## config.mk

```make
export PLATFORM = sky130hd
export DESIGN_NAME = pe_conv_ctrl
export DESIGN_NICKNAME = d
export VERILOG_FILES = /design/src/rtl/pe_conv_ctrl.sv
export SDC_FILE = /design/constraint.sdc
export NUM_CORES = 1
export LEC_CHECK = 0
export CAP_MARGIN = 30
export CORE_ASPECT_RATIO = 0.9
export CORE_MARGIN = 3
export CORE_UTILIZATION = 52
export CTS_CLUSTER_SIZE = 30
export DETAILED_ROUTE_END_ITERATION = 6
export PLACE_DENSITY = 0.8
export SETUP_SLACK_MARGIN = 0.15
export SYNTH_ARGS = -nofsm -noshare
export SYNTH_HDL_FRONTEND = slang
export SYNTH_SLANG_ARGS = --single-unit
```

## constraint.sdc

```tcl
create_clock -name clk -period 3.4 [get_ports clk]
set_clock_uncertainty 0.05 [all_clocks]
set_input_delay 0.34 -clock clk [delete_from_list [all_inputs] [get_ports clk]]
set_output_delay 0.34 -clock clk [all_outputs]
set_load 0.01 [all_outputs]
```

## src/rtl/pe_conv_ctrl.sv

```systemverilog
// pe_conv_ctrl: walks one 25-tap PE through every input channel of a
// single output pixel, then runs a zero-operand pass to post-process the sum.
module pe_conv_ctrl #(
   parameter int MAX_CIN = 16,
   parameter int CW      = $clog2(MAX_CIN + 1),
   parameter int PE_LAT  = 4
) (
   input  logic          clk,
   input  logic          rst,
   input  logic          start,
   input  logic [CW-1:0] cin,
   input  logic [31:0]   bias,
   input  logic          relu_cfg,
   input  logic          quan_cfg,
   output logic          busy,
   input  logic          win_ready,
   output logic          win_rd,
   output logic [CW-1:0] ch_addr,
   output logic          op_zero,
   output logic [31:0]   pe_psum,
   output logic          pe_relu_en,
   output logic          pe_quan_en,
   input  logic [31:0]   pe_out,
   output logic [31:0]   result,
   output logic          out_valid
);

   typedef enum logic [2:0] {
      S_IDLE,
      S_ISSUE,
      S_DRAIN,
      S_FIN,
      S_WAIT,
      S_DONE
   } state_t;

   typedef enum logic [1:0] {
      T_NONE,
      T_PART,
      T_FINAL
   } tag_t;

   localparam logic [CW-1:0] MAX_C = CW'(MAX_CIN);

   state_t        state_q, state_d;
   logic [CW-1:0] cin_q, cin_d;
   logic [CW-1:0] c_q, c_d;
   logic [31:0]   bias_q, bias_d;
   logic          relu_q, relu_d;
   logic          quan_q, quan_d;
   logic [31:0]   acc_q, acc_d;
   logic [31:0]   psum_q, psum_d;
   logic [31:0]   result_q, result_d;
   tag_t          tag_q [PE_LAT];
   tag_t          tag_d [PE_LAT];

   tag_t          tag_in;
   tag_t          tag_out;
   logic          part_busy;
   logic [CW-1:0] cin_clamp;

   assign tag_out   = tag_q[PE_LAT-1];
   assign cin_clamp = (cin > MAX_C) ? MAX_C : cin;

   // A PART still short of the pipe output means acc is not final yet.
   always_comb begin
      part_busy = 1'b0;
      for (int i = 0; i < PE_LAT - 1; i++) begin
         if (tag_q[i] == T_PART) begin
            part_busy = 1'b1;
         end
      end
   end

   always_comb begin
      tag_d[0] = tag_in;
      for (int i = 1; i < PE_LAT; i++) begin
         tag_d[i] = tag_q[i-1];
      end
   end

   always_comb begin
      state_d  = state_q;
      cin_d    = cin_q;
      c_d      = c_q;
      bias_d   = bias_q;
      relu_d   = relu_q;
      quan_d   = quan_q;
      acc_d    = acc_q;
      psum_d   = '0;
      result_d = result_q;
      tag_in   = T_NONE;
      win_rd   = 1'b0;
      op_zero  = 1'b0;

      if (tag_out == T_PART) begin
         acc_d = acc_q + pe_out;
      end
      if (tag_out == T_FINAL) begin
         result_d = pe_out;
      end

      unique case (state_q)
         S_IDLE: begin
            if (start) begin
               cin_d  = cin_clamp;
               bias_d = bias;
               relu_d = relu_cfg;
               quan_d = quan_cfg;
               c_d    = '0;
               if (cin_clamp == '0) begin
                  acc_d   = bias;
                  state_d = S_FIN;
               end else begin
                  acc_d   = '0;
                  state_d = S_ISSUE;
               end
            end
         end
         S_ISSUE: begin
            if (win_ready) begin
               win_rd = 1'b1;
               tag_in = T_PART;
               if (c_q == '0) begin
                  psum_d = bias_q;
               end
               if (c_q == cin_q - CW'(1)) begin
                  state_d = S_DRAIN;
               end else begin
                  c_d = c_q + CW'(1);
               end
            end
         end
         S_DRAIN: begin
            if (!part_busy) begin
               state_d = S_FIN;
            end
         end
         S_FIN: begin
            op_zero = 1'b1;
            tag_in  = T_FINAL;
            psum_d  = acc_q;
            state_d = S_WAIT;
         end
         S_WAIT: begin
            if (tag_out == T_FINAL) begin
               state_d = S_DONE;
            end
         end
         S_DONE: begin
            state_d = S_IDLE;
         end
         default: begin
            state_d = S_IDLE;
         end
      endcase
   end

   always_ff @(posedge clk or negedge rst) begin
      if (!rst) begin
         state_q  <= S_IDLE;
         cin_q    <= '0;
         c_q      <= '0;
         bias_q   <= '0;
         relu_q   <= 1'b0;
         quan_q   <= 1'b0;
         acc_q    <= '0;
         psum_q   <= '0;
         result_q <= '0;
         for (int i = 0; i < PE_LAT; i++) begin
            tag_q[i] <= T_NONE;
         end
      end else begin
         state_q  <= state_d;
         cin_q    <= cin_d;
         c_q      <= c_d;
         bias_q   <= bias_d;
         relu_q   <= relu_d;
         quan_q   <= quan_d;
         acc_q    <= acc_d;
         psum_q   <= psum_d;
         result_q <= result_d;
         for (int i = 0; i < PE_LAT; i++) begin
            tag_q[i] <= tag_d[i];
         end
      end
   end

   assign busy       = (state_q == S_ISSUE) || (state_q == S_DRAIN) ||
                       (state_q == S_FIN)   || (state_q == S_WAIT);
   assign out_valid  = (state_q == S_DONE);
   assign ch_addr    = c_q;
   assign pe_psum    = psum_q;
   assign result     = result_q;
   // Post-processing only touches the final pass; partials stay raw.
   assign pe_relu_en = relu_q && (tag_out == T_FINAL);
   assign pe_quan_en = quan_q && (tag_out == T_FINAL);

endmodule

```

==> metrics.txt, run 1 <==
post-DR wirelength/cell 18.0 um; Final Hold Fails 0; worst min path class flop to flop; FILL cells 1116; Min-Delay Endpoint tag_d[0]; Die W 134 um; Cell Area, Synth 7700 um2; PD cells 959 nW/um2; power share of the clock group 0.196; maximum net fanout on the critical path 3; Via Count 6459; sequential-to-total area share from yosys stat 0.491; maximum VDD drop 617 uV; HP Start tag_d[2]; share of layout cells above drive strength 1 0.101; antenna diode count 0; fin nets 1024; port bufs 149; initial antenna violation count 0; Fin Setup TNS 0 ns; fin util 0.705; Post-Synthesis Cells 772; Post-Synth Simple-Gate Area 0.144; commonest non-fill, non-tap cell in the layout dfrtp_1; DRT Wirelength 20200 um; Placed Area 9460 um2; final setup vio count 0; P_sw 0.00362 W; die area 16300 um2; Crit. End Element flop; Final min period 3.01 ns; run status finished clean; Register Area 3780 um2; Sink Count 151; DP HPWL 13700 um; first-pass GRT wire length 32900 um; Post-synth EDFFs 0; Finished Layout Cells 1118; Cell Rows 41; final worst setup slack 0.390 ns; final worst-path cycle share 0.885; vias per std cell 5.78; CP arrival 3.30 ns; main combinational cell family by area after synthesis compound AO/OA/AOI/OAI gates; # Post-CTS Setup Buffers 0; Placement Setup Slack -0.00896 ns; largest net degree at the start of global routing 90; Reg-to-Reg Start acc_q[0]; Clock Latency Late Sink 0.43 ns; combinational fraction of design power 0.482; Core ar. 14300 um2; Ys Warns 0; GPL Wtd Cong 0.933; Max Fclk 332 MHz; Layout area overhead 30.6%; r2r setup slk 0.39 ns; post-synthesis adder-cell area fraction 0.0578; Vert. Die Dim 121 um; Net Sw Frac 0.375; Slew headroom 0.381; # IOs 150; max-cap viol count 0; mux cell area share after synthesis 0.0600; hold depth 0; total global-route track usage 0.255; placed cells 1087; worst endpoint required time 3.69 ns; area of the multi-input gates 3700 um2; Post-Syn Nets 882; #FFs+latches synth 151; Compound-Gate Fraction of Synth Area 0.179; CP Class flop to flop; async set-reset flop share out of synthesis 1.00; CTS Buffer Depth 2; Inserted Clock Buffers 17; worst reg-to-reg path cell count 11; leakage 4.57 nW; H-tree levels 4; effective utilization at floorplan 0.540; P_int 0.00603 W; Design Area, Final 10100 um2; drt first pass iters 5; CTS tree yes; Avg Cell Area, Syn 9.97 um2; grt ovf 0; Seq pwr share 0.321; Main synth FF type dfrtp_1; CTS Root Cell clkbuf_16; Final ANT Viol Nets 0; number of DRC markers in iteration 0 531; XOR/XNOR Fraction of Synth Area 0.0375; most frequent cells in the layout 151 x dfrtp_1, 148 x clkdlybuf4s50_1, 144 x nand2_1; max-slew violations 0; RSZ-0062 raised after global routing no; post-synth cell types 59; vias in the first global route 6339; reg2reg end acc_q[24]; CP startpoint kind flop; Worst-path clk slew 0.06 ns; worst slew pin tran 0.926 ns; CTS resizes 0; DR DRC count 0
-- synthesized netlist by cell type (all sizes together) (2+ instances only) --
library cell | count | area share
dfrtp | 151 | 0.49
nand2 | 144 | 0.070
a21oi | 66 | 0.043
clkbuf | 42 | 0.020
ha | 34 | 0.055
mux2 | 33 | 0.048
nor2 | 33 | 0.016
a22o | 32 | 0.036
o22ai | 22 | 0.018
o21ai | 21 | 0.014
xnor2 | 18 | 0.020
inv | 15 | 0.0073
xor2 | 15 | 0.017
a21o | 14 | 0.014
nor3 | 12 | 0.0078
nand3 | 11 | 0.0071
a211oi | 10 | 0.012
mux2i | 9 | 0.012
nand4 | 9 | 0.0073
a31oi | 8 | 0.0084
nor2b | 6 | 0.0049
buf | 5 | 0.0024
nor4b | 5 | 0.0057
and3 | 4 | 0.0032
nand3b | 4 | 0.0039
nor3b | 4 | 0.0039
o211ai | 4 | 0.0039
and2 | 3 | 0.0024
nand2b | 3 | 0.0024
o21a | 3 | 0.0029
o31ai | 3 | 0.0029
a2111oi | 2 | 0.0023
a211o | 2 | 0.0023
a311o | 2 | 0.0026
a41oi | 2 | 0.0023
and3b | 2 | 0.0023
o21bai | 2 | 0.0024
o221ai | 2 | 0.0023
-- through the flow --
stage / power (W) / hold WS, ns
finish: 0.00964 / 0.322
global route: 0.0103 / 0.340
CTS: 0.00966 / 0.326
detailed placement: 0.00771 / 0.297
global placement: 0.00759 / 0.298
floorplan: 0.00600 / -0.00559
-- sequential cells by signal (all words and copies together) (netlist names) --
| signal | count |
|---|---|
| ch_addr | 5 |
| result | 32 |
| tag_out | 2 |
| state_q | 3 |
| acc_q | 32 |
| relu_q | 1 |
| quan_q | 1 |
| tag_d | 6 |
| pe_psum | 32 |
| cin_q | 5 |
| bias_q | 32 |
-- critical path, stage by stage, from the launching register on --
cell and delay [ns]:
dfrtp_1 0.41, ha_1 0.22, fa_1 0.39, a21o_1 0.23, a311o_1 0.41, a31oi_4 0.17, o21bai_2 0.13, a211oi_4 0.25
o21ai_2 0.09, a221oi_2 0.24, xor2_1 0.10, a211oi_1 0.23
-- kinds of logic (layout without fill, tap and decap cells) --
group	after synthesis	in the layout
buffers and inverters	62	215
AND/OR/NAND/NOR	246	246
flip-flops	151	151
adder cells (fa/ha/maj)	35	35
AO/OA/AOI/OAI	203	203
multiplexers	42	42
XOR/XNOR	33	33
-- worst max-delay path by stage --
stage                   start         to  slack [ns]  cells after the start
CTS                  acc_q[0]  acc_q[24]        0.38                     11
detailed placement  pe_out[0]  acc_q[24]      -0.009                     12
global route         acc_q[0]  acc_q[22]        0.22                     12
global placement    pe_out[0]  acc_q[24]        0.03                     12
floorplan            acc_q[0]  acc_q[24]        0.46                     11
finish               acc_q[0]  acc_q[24]        0.39                     11
-- final cells by class --
cell class              instances  share of cell area
flip-flops and latches        151               0.376
clock inverters                 8              0.0123
inverters                      15             0.00560
repair buffers                170               0.168
multi-input cells             559               0.368
clock buffers                  22              0.0461
well taps                     193              0.0240
-- routing by layer --
layer | up-vias | track usage | share of wire
li1 | 3058 | - | -
met1 | 3145 | 0.362 | 0.45
met2 | 230 | 0.397 | 0.46
met3 | 26 | 0.0609 | 0.069
met4 | 0 | 0.0649 | 0.013
met5 | - | 0 | 0
-- repair_timing --
action,4_1_cts,5_1_grt
hold buffers,1,0
hold endpoints to repair,62,0
setup endpoints to repair,0,0
-- power by group through the flow --
stage          combinational (W)  clock (W)  sequential, W
3_5_place_dp             0.00459          0        0.00312
6_report                 0.00465    0.00189        0.00310
5_1_grt                  0.00510    0.00200        0.00321
4_1_cts                  0.00465    0.00192        0.00310
2_1_floorplan            0.00286          0        0.00314
3_3_place_gp             0.00449          0        0.00309
No activity file was read; power rests on OpenSTA's default activity.
==> inputs of run 2 (changes only) <==
- ABC_AREA: not set -> 0
==> results of run 2 <==
The final DEF is identical to that of run 1; final timing and power are the same.
==> inputs of run 3 (changes only) <==
- CORE_UTILIZATION: 52 -> 47
- PLACE_DENSITY: 0.8 -> 0.76
- clock period: 3.4 -> 2.6 ns (I/O delays scaled with it)
==> metrics.txt, run 3 (synthesis results as in run 1) <==
run status complete, but fails checks; failing checks negative setup slack; max-cap viol count 0; Crit. End Element flop; Die W 141 um; Layout area overhead 43.6%; CTS tree yes; final setup vio count 7; post-DR wirelength/cell 17.7 um; Sink Count 151; GPL Wtd Cong 0.892; Net Sw Frac 0.379; DRT Wirelength 21700 um; total global-route track usage 0.241; Max Fclk 357 MHz; Placed Area 10100 um2; final worst-path cycle share 1.08; Slew headroom 0.624; DP HPWL 14900 um; FILL cells 1183; placed cells 1176; initial antenna violation count 0; Core ar. 15700 um2; P_int 0.00858 W; Inserted Clock Buffers 17; # IOs 150; CP Class flop to flop; P_sw 0.00524 W; worst reg-to-reg path cell count 11; maximum VDD drop 899 uV; vias in the first global route 6762; Finished Layout Cells 1224; CTS Root Cell clkbuf_16; Vert. Die Dim 127 um; die area 18000 um2; r2r setup slk -0.20 ns; port bufs 149; vias per std cell 5.54; combinational fraction of design power 0.543; H-tree levels 4; PD cells 1250 nW/um2; antenna diode count 0; worst min path class input port to asynchronous set/reset pin; leakage 5.07 nW; Cell Rows 43; worst slew pin tran 0.565 ns; Final Hold Fails 0; grt ovf 0; worst endpoint required time 2.85 ns; CTS Buffer Depth 2; Worst-path clk slew 0.06 ns; Final ANT Viol Nets 0; DR DRC count 0; largest net degree at the start of global routing 83; effective utilization at floorplan 0.490; maximum net fanout on the critical path 2; first-pass GRT wire length 34700 um; drt first pass iters 5; total power 0.0138 W; fin nets 1119; power share of the clock group 0.168; Final min period 2.80 ns; Placement Setup Slack -0.567 ns; commonest non-fill, non-tap cell in the layout dfrtp_1; number of DRC markers in iteration 0 523; share of layout cells above drive strength 1 0.228; Clock Latency Late Sink 0.43 ns; most frequent cells in the layout 150 x dfrtp_1, 148 x clkdlybuf4s50_1, 143 x nand2_1; Design Area, Final 11100 um2; max-slew violations 0; Via Count 6780; final worst setup slack -0.202 ns; RSZ-0062 raised after global routing yes; CP arrival 3.06 ns; Fin Setup TNS -0.777 ns; Seq pwr share 0.290; CP startpoint kind flop
-- run 3: cell types whose count changed in the layout (fill, tap and decap cells not counted), moves of 3 or more --
cell      before  now
clkinv_2       2    5
buf_4         17  109
o21ai_2        1    6
a21oi_1       66   55
ha_4           0    6
buf_6          1    4
a21oi_2        0    9
ha_1          34   26
xnor2_1       18   14
o21ai_1        6    2
xnor2_2        0    4
-- run 3: layout make-up --
cell class	count	area (um2)	area share
multi-input cells	559	4000	0.362
clock buffers	20	447	0.0404
well taps	202	253	0.0229
inverters	15	56.3	0.00509
repair buffers	265	2410	0.218
flip-flops and latches	151	3780	0.342
clock inverters	12	104	0.00939
-- run 3: repair_timing --
item	4_1_cts	5_1_grt
setup endpoints to repair	19	26
hold buffers	1	0
buffers inserted	9	6
gates resized for setup	36	15
pin swaps	26	17
gates cloned	0	0
endpoints found under the hold margin	30	0
-- run 3: power groups by stage --
stage	logic, W	clock network (W)	registers, W
6_report	0.00750	0.00232	0.00400
5_1_grt	0.00816	0.00244	0.00414
4_1_cts	0.00725	0.00234	0.00400
3_5_place_dp	0.00681	0	0.00402
3_3_place_gp	0.00671	0	0.00398
2_1_floorplan	0.00376	0	0.00410
-- run 3: metrics by stage --
| stage | hold WS, ns | util |
|---|---|---|
| floorplan | -0.0856 | - |
| global placement | 0.109 | 0.642 |
| detailed placement | 0.110 | 0.642 |
| CTS | 0.230 | 0.694 |
| global route | 0.244 | 0.704 |
| finish | 0.229 | 0.704 |
-- run 3: final timing paths --
kind	start	endpoint
worst max register to register	acc_q[0]	acc_q[24]
min in group clk	relu_cfg	relu_q
max in group asynchronous	rst	result[27]
worst min-delay path	rst	result[9]
worst max-delay path	acc_q[0]	acc_q[24]
worst min register to register	tag_d[5]	tag_d[3]
-- run 3: layer usage --
| layer | share of wire | GRT usage | up-vias |
|---|---|---|---|
| met2 | 0.47 | 0.385 | 212 |
| met3 | 0.060 | 0.0490 | 18 |
| met4 | 0.0084 | 0.0575 | 0 |
| li1 | - | - | 3248 |
| met1 | 0.46 | 0.341 | 3302 |
| met5 | 0 | 0 | - |
-- run 3: worst max-delay path, cell delays in order (launching register included) --
cell      delay [ns]
dfrtp_1         0.39
ha_2            0.19
fa_2            0.34
a21o_1          0.18
a311o_1         0.32
a31oi_4         0.19
o21bai_4        0.09
a211oi_4        0.27
o21ai_2         0.10
a221oi_2        0.25
xor2_1          0.20
a211oi_2        0.09
